File: config.mk
export PLATFORM = sky130hd
export DESIGN_NAME = output_mem
export DESIGN_NICKNAME = d
export VERILOG_FILES = /design/src/rtl/output_mem.sv
export SDC_FILE = /design/constraint.sdc
export NUM_CORES = 2
export LEC_CHECK = 0
export CORE_ASPECT_RATIO = 0.5
export CORE_UTILIZATION = 30
export DETAILED_ROUTE_END_ITERATION = 6
export PLACE_DENSITY = 0.5
export SYNTH_ARGS = -nofsm -noshare
export SYNTH_HDL_FRONTEND = slang
export SYNTH_SLANG_ARGS = --single-unit
File: constraint.sdc
create_clock -name I_OMEM_HCLK -period 3.2 [get_ports I_OMEM_HCLK]
set_input_delay 0.48 -clock I_OMEM_HCLK [delete_from_list [all_inputs] [get_ports I_OMEM_HCLK]]
set_output_delay 0.48 -clock I_OMEM_HCLK [all_outputs]
set_load 0.01 [all_outputs]
File: src/rtl/output_mem.sv
// Output pixel buffer: collects rotated B/G/R bytes at arbitrary addresses and emits
// completed 32-bit words in ascending order. Define OMEM_FLUSH_EN to emit partial words on I_OMEM_FLUSH.
module output_mem #(
    parameter int DEPTH_BYTES = 64,
    parameter int ADDR_W      = 6,
    parameter int PTR_W       = 4
) (
    input  logic              I_OMEM_HCLK,
    input  logic              I_OMEM_HRESET,
    input  logic              I_OMEM_CLR,
    input  logic              I_OMEM_PIXEL_VALID,
    output logic              O_OMEM_PIXEL_READY,
    input  logic [7:0]        I_OMEM_PIXEL_B,
    input  logic [7:0]        I_OMEM_PIXEL_G,
    input  logic [7:0]        I_OMEM_PIXEL_R,
    input  logic [ADDR_W-1:0] I_OMEM_PIXEL_ADDRB,
    input  logic [ADDR_W-1:0] I_OMEM_PIXEL_ADDRG,
    input  logic [ADDR_W-1:0] I_OMEM_PIXEL_ADDRR,
    input  logic              I_OMEM_FLUSH,
    output logic [31:0]       O_OMEM_WDATA,
    output logic [3:0]        O_OMEM_WSTRB,
    output logic              O_OMEM_WVALID,
    input  logic              I_OMEM_WREADY,
    output logic [PTR_W-1:0]  O_OMEM_WORD_IDX,
    output logic              O_OMEM_EMPTY
);

    logic [7:0]             mem [DEPTH_BYTES];
    logic [DEPTH_BYTES-1:0] byte_vld;
    logic [DEPTH_BYTES-1:0] byte_vld_nxt;
    logic [PTR_W-1:0]       rd_ptr;
    logic [ADDR_W-1:0]      word_base;
    logic [3:0]             cur_vld;
    logic [31:0]            word_data;
    logic                   complete;
    logic                   partial;
    logic                   reg_free;
    logic                   load;
    logic                   wr_en;

    logic [31:0]            wdata_p1;
    logic [3:0]             wstrb_p1;
    logic                   vld_p1;
    logic [PTR_W-1:0]       idx_p1;

    assign word_base = {rd_ptr, 2'b00};

    // Missing bytes of a partial word are driven as zero
    always_comb begin
        cur_vld   = 4'b0000;
        word_data = 32'h0;
        for (int k = 0; k < 4; k++) begin
            cur_vld[k]          = byte_vld[word_base + ADDR_W'(k)];
            word_data[8*k +: 8] = cur_vld[k] ? mem[word_base + ADDR_W'(k)] : 8'h00;
        end
    end

    assign complete = &cur_vld;

`ifdef OMEM_FLUSH_EN
    assign partial = I_OMEM_FLUSH & (|cur_vld) & ~complete;
`else
    logic unused_flush;
    assign unused_flush = I_OMEM_FLUSH;
    assign partial      = 1'b0;
`endif

    assign reg_free = ~vld_p1 | I_OMEM_WREADY;
    assign load     = reg_free & (complete | partial);

    assign O_OMEM_PIXEL_READY = ~byte_vld[I_OMEM_PIXEL_ADDRB] &
                                ~byte_vld[I_OMEM_PIXEL_ADDRG] &
                                ~byte_vld[I_OMEM_PIXEL_ADDRR];
    assign wr_en = I_OMEM_PIXEL_VALID & O_OMEM_PIXEL_READY & ~I_OMEM_CLR;

    always_comb begin
        byte_vld_nxt = byte_vld;
        if (load) begin
            for (int k = 0; k < 4; k++) begin
                byte_vld_nxt[word_base + ADDR_W'(k)] = 1'b0;
            end
        end
        if (wr_en) begin
            byte_vld_nxt[I_OMEM_PIXEL_ADDRB] = 1'b1;
            byte_vld_nxt[I_OMEM_PIXEL_ADDRG] = 1'b1;
            byte_vld_nxt[I_OMEM_PIXEL_ADDRR] = 1'b1;
        end
    end

    // Later assignments win on equal addresses: R over G over B
    always_ff @(posedge I_OMEM_HCLK) begin
        if (wr_en) begin
            mem[I_OMEM_PIXEL_ADDRB] <= I_OMEM_PIXEL_B;
            mem[I_OMEM_PIXEL_ADDRG] <= I_OMEM_PIXEL_G;
            mem[I_OMEM_PIXEL_ADDRR] <= I_OMEM_PIXEL_R;
        end
    end

    // Stage p1: output word register toward the AHB write master
    always_ff @(posedge I_OMEM_HCLK or posedge I_OMEM_HRESET) begin
        if (I_OMEM_HRESET) begin
            byte_vld <= '0;
            rd_ptr   <= '0;
            wdata_p1 <= 32'h0;
            wstrb_p1 <= 4'h0;
            vld_p1   <= 1'b0;
            idx_p1   <= '0;
        end else if (I_OMEM_CLR) begin
            byte_vld <= '0;
            rd_ptr   <= '0;
            wstrb_p1 <= 4'h0;
            vld_p1   <= 1'b0;
        end else begin
            byte_vld <= byte_vld_nxt;
            if (load) begin
                wdata_p1 <= word_data;
                wstrb_p1 <= cur_vld;
                idx_p1   <= rd_ptr;
                vld_p1   <= 1'b1;
                rd_ptr   <= rd_ptr + 1'b1;
            end else if (reg_free) begin
                vld_p1   <= 1'b0;
            end
        end
    end

    assign O_OMEM_WDATA    = wdata_p1;
    assign O_OMEM_WSTRB    = wstrb_p1;
    assign O_OMEM_WVALID   = vld_p1;
    assign O_OMEM_WORD_IDX = idx_p1;
    assign O_OMEM_EMPTY    = ~(|byte_vld) & ~vld_p1;

endmodule

==> qor.txt <==
====================================================================================
RSZ-0062 raised after global routing ..................................          yes
Most common cell after layout, fill and taps aside ....................        buf_4
Largest net degree at the start of global routing .....................           65
Cell depth of the worst flop-to-flop path .............................           15
Compound-cell area share of the yosys netlist .........................        25.1%
TritonCTS clock tree ..................................................        built
Primary flip-flop cell chosen by synthesis mapping ....................     edfxtp_1
Post-layout minimum cycle time ........................................      3.64 ns
Setup crit end kind ...................................................  output port
Number of H-tree branching levels .....................................            3
Detailed-route vias per instance ......................................         6.36
Kind of critical path ................................................. flip-flop to output port
Count of distinct cell types in the synthesized netlist ...............           72
Net total in the final layout .........................................         3897
Chip Width ............................................................       509 um
# DRC .................................................................            0
Initial cell density of the core ......................................        30.4%
GR Overflow Total .....................................................            0
Worst min path class .................................................. primary input to flip-flop
Post-synthesis share of cell area spent on xor and xnor gates .........      0.0682%
Area taken by flip-flops and latches ..................................  18100 sq um
Clock network latency to the later pin of the worst-skew pair .........      0.68 ns
Clock skew ............................................................    0.0301 ns
Register clock-pin slew on the reported worst setup and hold paths ....      0.06 ns
Antenna violations before repair ......................................            3
Share of cells above drive strength 1 .................................        42.6%
Number of enable-type register cells in the synthesized netlist .......          512
Area leader, netlist ..................................................     edfxtp_1
Full die area ......................................................... 130000 sq um
Proportion of synthesized flip-flops having asynchronous set or reset .        17.6%
Number of buffers created by CTS ......................................           70
Max-cap check violation count .........................................            0
Area fraction of the dominant cell type after synthesis ...............        39.9%
Area share of and/or/nand/nor cells after synthesis ...................        9.24%
Per-instance average area after synthesis .............................   11.7 sq um
Destination of the worst register-to-register timing path .............   mem[31][3]
Measured slew at the worst slew-check pin .............................     0.999 ns
Max VDD drop ..........................................................   0.000368 V
Combinational family with the most area after synthesis ............... compound AO/OA/AOI/OAI gates
Die Y-Extent ..........................................................       255 um
Final critical-path setup slack .......................................    -0.438 ns
Biggest area contributors in the synthesized netlist .................. edfxtp_1, mux4_2, dfrtp_1
WP data required ......................................................      2.72 ns
Power density over the cells ..........................................  389 nW/um^2
Synthesis-to-finish area growth .......................................        37.1%
Synth warn ............................................................            0
Worst Hold Depth ......................................................            2
Timing-limited maximum frequency ......................................      275 MHz
Critical Path AT ......................................................      3.16 ns
Adder-Cell Fraction of Synth Area .....................................       0.130%
Leakage dissipation ...................................................      18.5 nW
Global Route Usage Sum ................................................        27.4%
Leading cell types in the layout, fill and taps excluded .............. buf_4, edfxtp_1, o22ai_1, a2bb2oi_2, nor2_1
Final-layout fill cell count ..........................................        11808
Worst Setup Start Kind ................................................    flip-flop
Terminating pin of the worst hold path ................................ byte_vld[62]
Critical-path maximum fanout ..........................................            4
Max_slew headroom .....................................................        33.4%
Total number of vias ..................................................        35587
Register-to-register setup slack ......................................     -0.37 ns
Half-perimeter wire length after placement ............................    127000 um
Final ANT Viol Nets ...................................................            0
Port Buffers ..........................................................           89
Final Hold Vio Count ..................................................            0
Overall Power .........................................................      20.5 mW
Via count of the first global-routing pass ............................        33901
Initial DRT Pass Iterations ...........................................            6
Placeable core region ................................................. 127000 sq um
Period utilisation layout .............................................         114%
Share of cell area taken by muxes after synthesis .....................        13.9%
Post-synth net total ..................................................         3339
Area of combinational cells with multiple inputs ......................  20700 sq um
Routability congestion estimate .......................................         1.02
FF-to-FF Start ........................................................ byte_vld[45]
Initial DRC count .....................................................         4960
Worst setup timing slack at the placement stage .......................     -1.07 ns
Wire length of the first global-routing pass ..........................    258000 um
Portion of the post-synthesis area used by sequential elements ........        47.0%
Final setup violation count ...........................................         1067
Status ................................................................ complete, but fails checks
Post-Synthesis Cells ..................................................         3287
Worst-case clock buffer depth .........................................            3
Routed Wire Length ....................................................    187000 um
Post-detailed-route wirelength per cell ...............................      33.4 um
Failing checks ........................................................ negative setup slack
Clock root buffer master ..............................................    clkbuf_16
Top-Level Pins ........................................................           91
Post-synthesis sequential element count ...............................          621
Site Rows .............................................................           92
Hold wc startpoint ....................................................   I_OMEM_CLR
Post-Syn Area .........................................................  38500 sq um
Final max-slew violation count ........................................            0
Clock sinks ...........................................................          621
====================================================================================
==> sequential cells by signal (all words and copies together), names as in the netlist <==
register / flops
mem: 512
byte_vld: 64
O_OMEM_WDATA: 32
O_OMEM_WORD_IDX: 4
O_OMEM_WSTRB: 4
rd_ptr: 4
O_OMEM_WVALID: 1
==> power breakdown <==
group | leakage, nW | switching, mW | total (mW) | internal, mW
Clock | 1.20 | 3.78 | 8.91 | 5.14
Sequential | 6.10 | 0.0220 | 8.82 | 8.80
Combinational | 11.2 | 1.65 | 2.80 | 1.15
==> worst max path at each step <==
stage | from | slack, ns | cells after the start | to
2_1_floorplan | I_OMEM_PIXEL_ADDRR[0] | -0.02 | 12 | mem[51][0]
3_3_place_gp | I_OMEM_PIXEL_ADDRR[0] | -0.99 | 13 | mem[20][6]
3_5_place_dp | I_OMEM_PIXEL_ADDRR[0] | -1.07 | 15 | mem[47][6]
4_1_cts | byte_vld[36] | -0.37 | 10 | O_OMEM_PIXEL_READY
5_1_grt | byte_vld[45] | -0.45 | 10 | O_OMEM_PIXEL_READY
6_report | byte_vld[45] | -0.44 | 10 | O_OMEM_PIXEL_READY
==> final cells by class <==
| cell class | instances | area share (%) |
|---|---|---|
| clock buffers | 101 | 4.01 |
| repair buffers | 879 | 17.6 |
| well taps | 1692 | 4.01 |
| multi-input cells | 2265 | 39.3 |
| clock inverters | 28 | 0.685 |
| diodes | 3 | 0.0142 |
| inverters | 8 | 0.0640 |
| flip-flops and latches | 621 | 34.4 |
==> metal layers <==
| metal | wire (um) | track usage, % | vias to the layer above |
|---|---|---|---|
| met2 | 83000 | 41.8 | 2451 |
| met3 | 19300 | 5.50 | 392 |
| li1 | - | - | 14582 |
| met5 | 32 | 0 | - |
| met4 | 7530 | 9.65 | 4 |
| met1 | 76900 | 38.6 | 18158 |
==> synthesized netlist by cell type, types with 10 or more instances <==
| cell type | instances |
|---|---|
| nor2_1 | 251 |
| nand2b_1 | 10 |
| a22o_1 | 19 |
| a22oi_1 | 127 |
| nor4_1 | 17 |
| nand3b_1 | 11 |
| and4_1 | 10 |
| o21ai_0 | 53 |
| buf_4 | 24 |
| edfxtp_1 | 512 |
| nor3b_1 | 12 |
| nand4_1 | 39 |
| a21o_1 | 23 |
| nand3_1 | 71 |
| and2_1 | 27 |
| a31o_2 | 10 |
| mux4_2 | 205 |
| a221oi_1 | 12 |
| a2bb2oi_1 | 274 |
| mux2i_1 | 13 |
| o41a_1 | 13 |
| a21oi_4 | 15 |
| a31oi_1 | 42 |
| dfrtp_1 | 109 |
| mux2_2 | 54 |
| a21oi_1 | 186 |
| buf_2 | 68 |
| buf_1 | 35 |
| a2bb2oi_2 | 88 |
| nor2_4 | 21 |
| nor2b_1 | 12 |
| o22ai_1 | 364 |
| clkbuf_1 | 258 |
| nand2_1 | 183 |
==> critical path, cell delays in order (launching register included) <==
cell	delay (ns)
dfrtp_2	0.46
mux4_2	0.54
nand3b_1	0.13
o2111ai_2	0.16
nor4_2	0.35
buf_4	0.18
nand4_1	0.12
buf_4	0.17
nor2_4	0.10
buf_6	0.16
buf_6	0.11
==> cell families after synthesis <==
| group | after synthesis |
|---|---|
| compound gates | 1268 |
| xor+xnor | 3 |
| fa+ha+maj | 4 |
| buf+inv | 401 |
| flops | 621 |
| mux | 272 |
| simple gates | 718 |
==> timing repair <==
action                                  4_1_cts  5_1_grt
endpoints found under the setup margin     1062     1066
pin swaps                                    10       33
buffers inserted                             26       42
resized for setup                           105      300
hold buffers                                  0        0
cloned                                       10       33
==> through the flow <==
stage | instances | utilization, % | TNS, ns | hold slack, ns | area [sq um]
finish | 5597 | 41.7 | -211.78 | 0.229 | 52800
global route | 5594 | 41.7 | -279.29 | 0.216 | 52800
CTS | 5529 | 39.7 | -159.51 | 0.183 | 50300
detailed placement | 5365 | 37.1 | -975.46 | 0.480 | 46900
global placement | 5365 | 37.1 | -899.86 | 0.473 | 46900
floorplan | 3287 | - | -0.928 | 0.515 | 39100
Power figures use the tool's default switching activity.
